$ cat src/rtl/mem_arb_pkg.sv
// Shared types and constants for the two-requester main-memory arbiter.
// Latency: none (declarations only).
// Backpressure: none (declarations only).
package mem_arb_pkg;

  // Default widths, sized to match main_memory.
  localparam int DEF_ADDR_W = 9;
  localparam int DEF_DATA_W = 9;

  // Transaction FSM: one access in flight at a time.
  typedef enum logic [1:0] {
    IDLE   = 2'd0,
    ACCESS = 2'd1,
    RESP   = 2'd2
  } arb_state_t;

  // Requester ids.
  localparam logic REQ_DP    = 1'b0;  // datapath (MAR/MDR), read/write
  localparam logic REQ_FETCH = 1'b1;  // instruction fetch (PC/MBR), read-only

endpackage

$ cat src/rtl/rr_arb2.sv
// Combinational 2-way round-robin pick between the datapath and fetch requesters.
// Latency: 0 cycles (pure combinational).
// Backpressure: none; the caller decides when a pick becomes a grant.
//
// Ports:
//   req0_i    - datapath request
//   req1_i    - fetch request
//   last_i    - id of the requester granted most recently
//   gnt_vld_o - at least one request is pending
//   gnt_id_o  - id of the winning requester (meaningful only when gnt_vld_o)
module rr_arb2
  import mem_arb_pkg::*;
(
  input  logic req0_i,
  input  logic req1_i,
  input  logic last_i,
  output logic gnt_vld_o,
  output logic gnt_id_o
);

  always_comb begin
    gnt_vld_o = req0_i | req1_i;
    if (req0_i && req1_i) begin
      // Contention: hand the grant to whoever did not win last time.
      gnt_id_o = ~last_i;
    end else if (req1_i) begin
      gnt_id_o = REQ_FETCH;
    end else begin
      gnt_id_o = REQ_DP;
    end
  end

endmodule

$ cat src/rtl/mem_arbiter.sv
// Arbitrates the datapath and fetch requesters onto main_memory port A, one transaction at a time.
// Latency: request sampled in IDLE -> memory access next cycle -> ack the cycle after (2 cycles); grants >= 3 cycles apart.
// Backpressure: level requests are held until ack; an ungranted request that drops is simply forgotten.
//
// Ports:
//   clk, rst                          - clock, synchronous active-high reset
//   req0, req0_we, req0_addr, req0_wdata - datapath request (read or write)
//   ack0, rdata0                      - datapath completion pulse and registered read data
//   req1, req1_addr                   - fetch request (read-only)
//   ack1, rdata1                      - fetch completion pulse and registered read data
//   mem_wen, mem_ren, mem_addr, mem_wdata, mem_rdata - main_memory port A (sync read, data one cycle after mem_ren)
module mem_arbiter
  import mem_arb_pkg::*;
#(
  parameter int ADDR_W = DEF_ADDR_W,
  parameter int DATA_W = DEF_DATA_W
) (
  input  logic              clk,
  input  logic              rst,
  input  logic              req0,
  input  logic              req0_we,
  input  logic [ADDR_W-1:0] req0_addr,
  input  logic [DATA_W-1:0] req0_wdata,
  output logic              ack0,
  output logic [DATA_W-1:0] rdata0,
  input  logic              req1,
  input  logic [ADDR_W-1:0] req1_addr,
  output logic              ack1,
  output logic [DATA_W-1:0] rdata1,
  output logic              mem_wen,
  output logic              mem_ren,
  output logic [ADDR_W-1:0] mem_addr,
  output logic [DATA_W-1:0] mem_wdata,
  input  logic [DATA_W-1:0] mem_rdata
);

  arb_state_t        state_q;
  logic              last_q;     // round-robin pointer: id granted most recently
  logic              id_q;       // owner of the in-flight transaction
  logic              we_q;       // in-flight transaction is a write
  logic              ack0_q;
  logic              ack1_q;
  logic [DATA_W-1:0] rdata0_q;
  logic [DATA_W-1:0] rdata1_q;
  logic              mem_wen_q;
  logic              mem_ren_q;
  logic [ADDR_W-1:0] mem_addr_q;
  logic [DATA_W-1:0] mem_wdata_q;

  logic              gnt_vld;
  logic              gnt_id;
  logic              gnt_we_d;

  rr_arb2 u_rr_arb2 (
    .req0_i    (req0),
    .req1_i    (req1),
    .last_i    (last_q),
    .gnt_vld_o (gnt_vld),
    .gnt_id_o  (gnt_id)
  );

  // Fetch can never write; req0_we only matters when the datapath wins.
  assign gnt_we_d = (gnt_id == REQ_DP) && req0_we;

  // The mem_* registers double as the address/data latches: they are loaded on
  // grant so they are valid for exactly the ACCESS cycle, and cleared on the
  // way out so port A reads as all-zero in every other state.
  always_ff @(posedge clk) begin
    if (rst) begin
      state_q     <= IDLE;
      last_q      <= REQ_FETCH;  // pretend fetch won last so the datapath is favoured first
      id_q        <= REQ_DP;
      we_q        <= 1'b0;
      ack0_q      <= 1'b0;
      ack1_q      <= 1'b0;
      rdata0_q    <= '0;
      rdata1_q    <= '0;
      mem_wen_q   <= 1'b0;
      mem_ren_q   <= 1'b0;
      mem_addr_q  <= '0;
      mem_wdata_q <= '0;
    end else begin
      ack0_q <= 1'b0;
      ack1_q <= 1'b0;
      case (state_q)
        IDLE: begin
          if (gnt_vld) begin
            id_q        <= gnt_id;
            last_q      <= gnt_id;
            we_q        <= gnt_we_d;
            mem_wen_q   <= gnt_we_d;
            mem_ren_q   <= ~gnt_we_d;
            mem_addr_q  <= (gnt_id == REQ_FETCH) ? req1_addr : req0_addr;
            mem_wdata_q <= (gnt_id == REQ_DP) ? req0_wdata : '0;
            state_q     <= ACCESS;
          end
        end
        ACCESS: begin
          mem_wen_q   <= 1'b0;
          mem_ren_q   <= 1'b0;
          mem_addr_q  <= '0;
          mem_wdata_q <= '0;
          // Ack is registered here so it is visible during RESP, while the
          // memory's read data is on mem_rdata.
          ack0_q      <= (id_q == REQ_DP);
          ack1_q      <= (id_q == REQ_FETCH);
          state_q     <= RESP;
        end
        RESP: begin
          if (!we_q) begin
            if (id_q == REQ_DP) begin
              rdata0_q <= mem_rdata;
            end else begin
              rdata1_q <= mem_rdata;
            end
          end
          state_q <= IDLE;
        end
        default: begin
          state_q <= IDLE;
        end
      endcase
    end
  end

  assign ack0      = ack0_q;
  assign ack1      = ack1_q;
  assign rdata0    = rdata0_q;
  assign rdata1    = rdata1_q;
  assign mem_wen   = mem_wen_q;
  assign mem_ren   = mem_ren_q;
  assign mem_addr  = mem_addr_q;
  assign mem_wdata = mem_wdata_q;

endmodule

$ cat config.mk
export PLATFORM = sky130hd
export DESIGN_NAME = mem_arbiter
export DESIGN_NICKNAME = d
export VERILOG_FILES = /design/src/rtl/mem_arb_pkg.sv /design/src/rtl/rr_arb2.sv /design/src/rtl/mem_arbiter.sv
export SDC_FILE = /design/constraint.sdc
export NUM_CORES = 1
export LEC_CHECK = 0
export BUFFER_PORTS_ARGS = -buffer_cell sky130_fd_sc_hd__clkbuf_2
export CORE_MARGIN = 4
export CORE_UTILIZATION = 37
export DETAILED_ROUTE_END_ITERATION = 7
export PLACE_DENSITY = 0.66
export SLEW_MARGIN = 40
export SYNTH_ARGS = -nofsm -noshare
export SYNTH_HDL_FRONTEND = slang
export SYNTH_SLANG_ARGS = --single-unit
$ cat constraint.sdc
create_clock -name clk -period 2.18 [get_ports clk]
set_clock_uncertainty 0.2 [all_clocks]
set_input_delay 0.218 -clock clk [delete_from_list [all_inputs] [get_ports clk]]
set_output_delay 0.218 -clock clk [all_outputs]
set_load 0.02 [all_outputs]
## Word level (Yosys, flattened, before mapping)

Index checks and enable logic that the tools add are counted.

- Eq/ne operators: 3
- Bitwise operators: 7
- Reductions and logical operators: 9
- Multiplexer cells: 14

Operator list:

| kind | number |
|---|---|
| 9-bit two-way mux | 4 |
| 9-bit one-hot mux with 2 select lines | 2 |
| 1-bit NOT | 6 |
| 3-bit AND reduction | 2 |
| 1-bit two-way mux | 4 |
| 1-bit one-hot mux with 2 select lines | 2 |
| 2-bit one-hot mux with 2 select lines | 1 |
| 2-bit AND reduction | 2 |
| 2-bit by 1-bit == test with 1-bit output, second input constant | 1 |
| 2-bit == test, second input constant | 1 |
| 1-bit logical AND | 2 |
| 2-bit zero test | 1 |
| 2-bit two-way mux | 1 |
| 2-bit != test, second input constant | 1 |
| 2-bit nonzero test | 1 |
| 2-bit OR reduction | 1 |
| 1-bit OR | 1 |

- Logic and storage cells: 45
- Register bits after elaboration: 45

## Logic depth before layout (Yosys ltp)

- Word-level depth: 7
- Depth in mapped cells: 5

## Modules after synthesis

From an unflattened synthesis, not the netlist that was laid out.

- Cells, all modules: 185
- Area total of the unflattened synthesis: 1968.1 um^2

Modules (own cells, without submodules):

| module | area an instance (um^2) | cells each | instances |
|---|---|---|---|
| mem_arbiter | 1954.4 | 183 | 1 |
| rr_arb2 | 13.8 | 2 | 1 |

## Least setup slack after synthesis

Ideal clock, no wire load.

- Path kind: register to register
- From: register state_q[0]
- To: register mem_wen_q, in the netlist mem_wen
- Setup time: 0.086 ns
- Path slack: 0.535 ns
- Arrival: 1.359 ns
- Stages on the path, launching flop included: 5
- Period minus slack after synthesis: 1.645 ns
- Cell sequence: dfxtp_1 > buf_6 > or2_4 > or4_4 > a221oi_2

- Word-level cells in the longest chain between the ends: 3

RTL lines:

| element | RTL line | text |
|---|---|---|
| from (decl) | mem_arbiter.sv:37 | `arb_state_t state_q;` |
| from (signal assigned) | mem_arbiter.sv:70 | `state_q <= IDLE;` |
| from (signal assigned) | mem_arbiter.sv:95 | `state_q <= ACCESS;` |
| from (signal assigned) | mem_arbiter.sv:107 | `state_q <= RESP;` |
| 2-bit by 1-bit == test with 1-bit output / 2-bit zero test (equally long branches) | mem_arbiter.sv:85 | `case (state_q)` |
| 2-bit nonzero test (no source line) / 2-bit != test (equally long branches) | - |  |
| 2-bit AND reduction (no source line) | - |  |
| to (signal assigned) | mem_arbiter.sv:91 | `mem_wen_q <= gnt_we_d;` |
| to (decl) | mem_arbiter.sv:45 | `logic mem_wen_q;` |

Parallel ways exist; a longest one is shown, timed or not.
A chain may end at the register's enable or synchronous reset.

## Worst setup path after layout

- From: register last_q
- To: register mem_addr_q[8], in the netlist mem_addr[8]

- Word-level cells in the longest chain between the ends: 5

RTL lines:

| element | RTL line | text |
|---|---|---|
| from (decl) | mem_arbiter.sv:38 | `logic last_q;` |
| from (signal assigned) | mem_arbiter.sv:89 | `last_q <= gnt_id;` |
| 1-bit NOT | rr_arb2.sv:25 | `gnt_id_o = ~last_i;` |
| 1-bit two-way mux | rr_arb2.sv:23 | `if (req0_i && req1_i) begin` |
| 9-bit two-way mux | mem_arbiter.sv:93 | `mem_addr_q <= (gnt_id == REQ_FETCH) ? req1_addr : req0_addr;` |
| 9-bit two-way mux | mem_arbiter.sv:87 | `if (gnt_vld) begin` |
| 9-bit one-hot mux with 2 select lines | mem_arbiter.sv:85 |  |
| to (signal assigned) | mem_arbiter.sv:93 |  |
| to (decl) | mem_arbiter.sv:47 | `logic [ADDR_W-1:0] mem_addr_q;` |

Every way passes these cells. The select of a mux whose other input is x is not followed.

==> results_dict.tcl <==
set metrics [dict create \
    synthCells 192 \
    numPortBuffers 80 \
    grt_pass1_vias 1614 \
    die_h_um 76.5 \
    grt_max_degree 21 \
    syn_avg_cell_area_um2 9.05 \
    synth_top_cell_by_area "dfxtp_1" \
    n_antenna_cell 0 \
    post_cts_buffers 0 \
    ctsHtreeMaxLevel 2 \
    areaGrowthSynthToFinish_pct 50.1 \
    yosysSeqAreaShare_pct 51.9 \
    antenna_found_initial 0 \
    hold_buffers 35 \
    crit_type "flip-flop to flip-flop" \
    synth_area_leaders "dfxtp_1 52%, a21oi_1 8.6%, nand2_1 7.8%" \
    crit_fanout 11 \
    setup_viol 0 \
    place_congestion 0.779 \
    cts_tree "yes" \
    fin_area_um2 2610 \
    synth.distinct_cells 32 \
    max_stage_delay_ps 570 \
    rows 24 \
    cts_root_buf "clkbuf_8" \
    vdd_drop_max_mv 0.319 \
    post_drt_wl_per_cell_um 13.2 \
    synthMuxAreaShare_pct 5.19 \
    drt_iter0_markers 66 \
    timing.fmax_mhz 527 \
    slew_viol_final 0 \
    synth_top_family_by_area "compound AO/OA/AOI/OAI gates" \
    end_kind "flip-flop" \
    grt_use_total_pct 16.3 \
    antenna_left 0 \
    dr.pass1.iters 4 \
    ys_ff_latch 45 \
    status "completed" \
    whs_ps 16.1 \
    met1_length_um 2080 \
    dr_wl_met2_um 2220 \
    period_needed_ps 1900 \
    fill_cells 396 \
    clkTransAtPathRegs_ps 80 \
    vias 1762 \
    fin_util_pct 58.7 \
    hold_violations 0 \
    finalWirelength_um 4710 \
    io_pins 81 \
    start_kind "flip-flop" \
    syn_nets 233 \
    synthXorXnorAreaFrac_pct 0 \
    place_area_um2 2170 \
    coreArea_um2 4440 \
    route.met3.wl_um 400 \
    leakagePower_nw 1.13 \
    yosys.area_share.simple_pct 18.8 \
    crit_chain "a21boi_1 > buf_4 > mux2i_1 > dlygate4sd3_1 > o2bb2ai_1" \
    arrival_ps 1870 \
    synthAdderAreaFrac_pct 0 \
    fp.dieW_um 76.5 \
    drv_cap 0 \
    grt_pass1_wl_um 7830 \
    cp_slowest_cell "dlygate4sd3_1" \
    drive_above_1_share_pct 32.9 \
    tightest_slew_ps 635 \
    grt.overflow.total 0 \
    finalNetCount 345 \
    synth_compound_area_share_pct 19.5 \
    start_util_pct 39.1 \
    clockBufferDepth 2 \
    crit_required_ps 2150 \
    synthesis.area_um2 1740 \
    finalSetupTns_ps 0 \
    hp-class "primary input to flip-flop" \
    drc 0 \
    yosysWarnings 0 \
    vias_per_cell 4.95 \
    top_layer "met4" \
    grt_setup_unrepaired "no" \
    synth_top_area_share_pct 51.9 \
    fin_crit_sh_pct 87.1 \
    insertion_delay_ps 290 \
    dp_hpwl_um 3010 \
    die-area_um2 5850 \
    clock-sinks 45 \
    ctsResizeCount 0 \
    p_per_area_nw_per_um2 655 \
    numCtsBuffers 5 \
    relSlewSlack_pct 57.5 \
]
-- per-stage QoR --
step	instances	power, W	setup WS [ps]
after floorplan	192	0.00106	535
after global placement	314	0.00116	502
after detailed placement	314	0.00116	455
after CTS	356	0.00172	298
after global routing	356	0.00179	201
final	356	0.00171	281
-- sequential cells by signal, summed over array words and instances, names as in the netlist --
register,cells
state_q,2
id_q,1
we_q,1
last_q,1
mem_wen,1
ack0,1
mem_wdata,9
ack1,1
rdata0,9
rdata1,9
mem_addr,9
mem_ren,1
-- layout by cell type (no fill, tap or decap) --
master         Yosys  layout
o211ai_1           1       1
mux2i_1            9       9
nand3b_1           1       1
nand2b_1           1       1
nor4b_2            1       1
nor2b_1            1       1
nor3b_2            1       1
nor3_1             1       1
clkbuf_2           0      80
or4_4              1       1
nand3_1           10      10
o21ba_2            1       1
nor3b_1            1       1
dfxtp_1           45      45
buf_4              0       5
dlygate4sd3_1      0      35
nand2_1           36      36
or3_1              1       1
nor2_1             2       2
a21boi_1           0       1
a221oi_2           1       1
or4bb_2            1       1
or2_2              1       1
inv_1              3       3
clkbuf_1           9       1
clkbuf_8           0       6
a21oi_1           30      30
or4b_1             1       1
o21ai_0           14      14
or2_4              1       1
o2bb2ai_1          9       9
and2_1             1       1
and4bb_2           1       1
-- layer usage --
metal | global-route usage [%] | vias to the layer above
li1 | - | 888
met3 | 5.91 | 3
met2 | 26.5 | 67
met4 | 4.17 | 0
met5 | 0 | -
met1 | 20.3 | 804
-- critical path: cells and delay by family, from the launching register on --
family	cells	cell delay, ps
buf+inv	2	820
flops	1	320
compound gates	2	240
mux	1	190
-- final timing paths --
path,from,endpoint,slack [ps],cells after the start
max,last_q,mem_addr[8],280,5
min,req1_addr[6],mem_addr[6],20,3
max reg2reg,last_q,mem_addr[8],280,5
min reg2reg,rdata0[2],rdata0[2],260,2
-- area by class of cell --
cell class	count	area (µm²)	share of cell area [%]
clock buffer	7	86.3	3.31
inverter	3	11.3	0.432
multi-input combinational	129	756	29.0
sequential	45	901	34.5
tap	52	65.1	2.50
timing repair buffer	120	788	30.2
-- cells in the mapped netlist (all sizes together) --
library cell,count
o211ai,1
or4,1
buf,6
nand2b,1
mux2i,9
o21ai,14
o2bb2ai,9
clkbuf,9
nand3,10
nor4b,1
a21oi,30
nand2,36
o21ba,1
inv,3
nor3,1
nor3b,2
nor2b,1
a21boi,1
and2,1
or4bb,1
and4bb,1
a221oi,1
nor2,2
dfxtp,45
or3,1
or2,2
nand3b,1
or4b,1
-- cells by family (layout without fill, tap and decap cells) --
logic type | Yosys count | in the layout
AND/OR/NAND/NOR | 63 | 63
AO/OA/AOI/OAI | 57 | 57
flip-flops | 45 | 45
buffers and inverters | 18 | 130
multiplexers | 9 | 9
-- power by group --
group	switching, W	leakage, nW	internal, W
clock network	0.000256	0.0443	0.000252
registers	0.0000285	0.367	0.000863
logic	0.000159	0.714	0.000151
(Power assumes the default switching activity.)
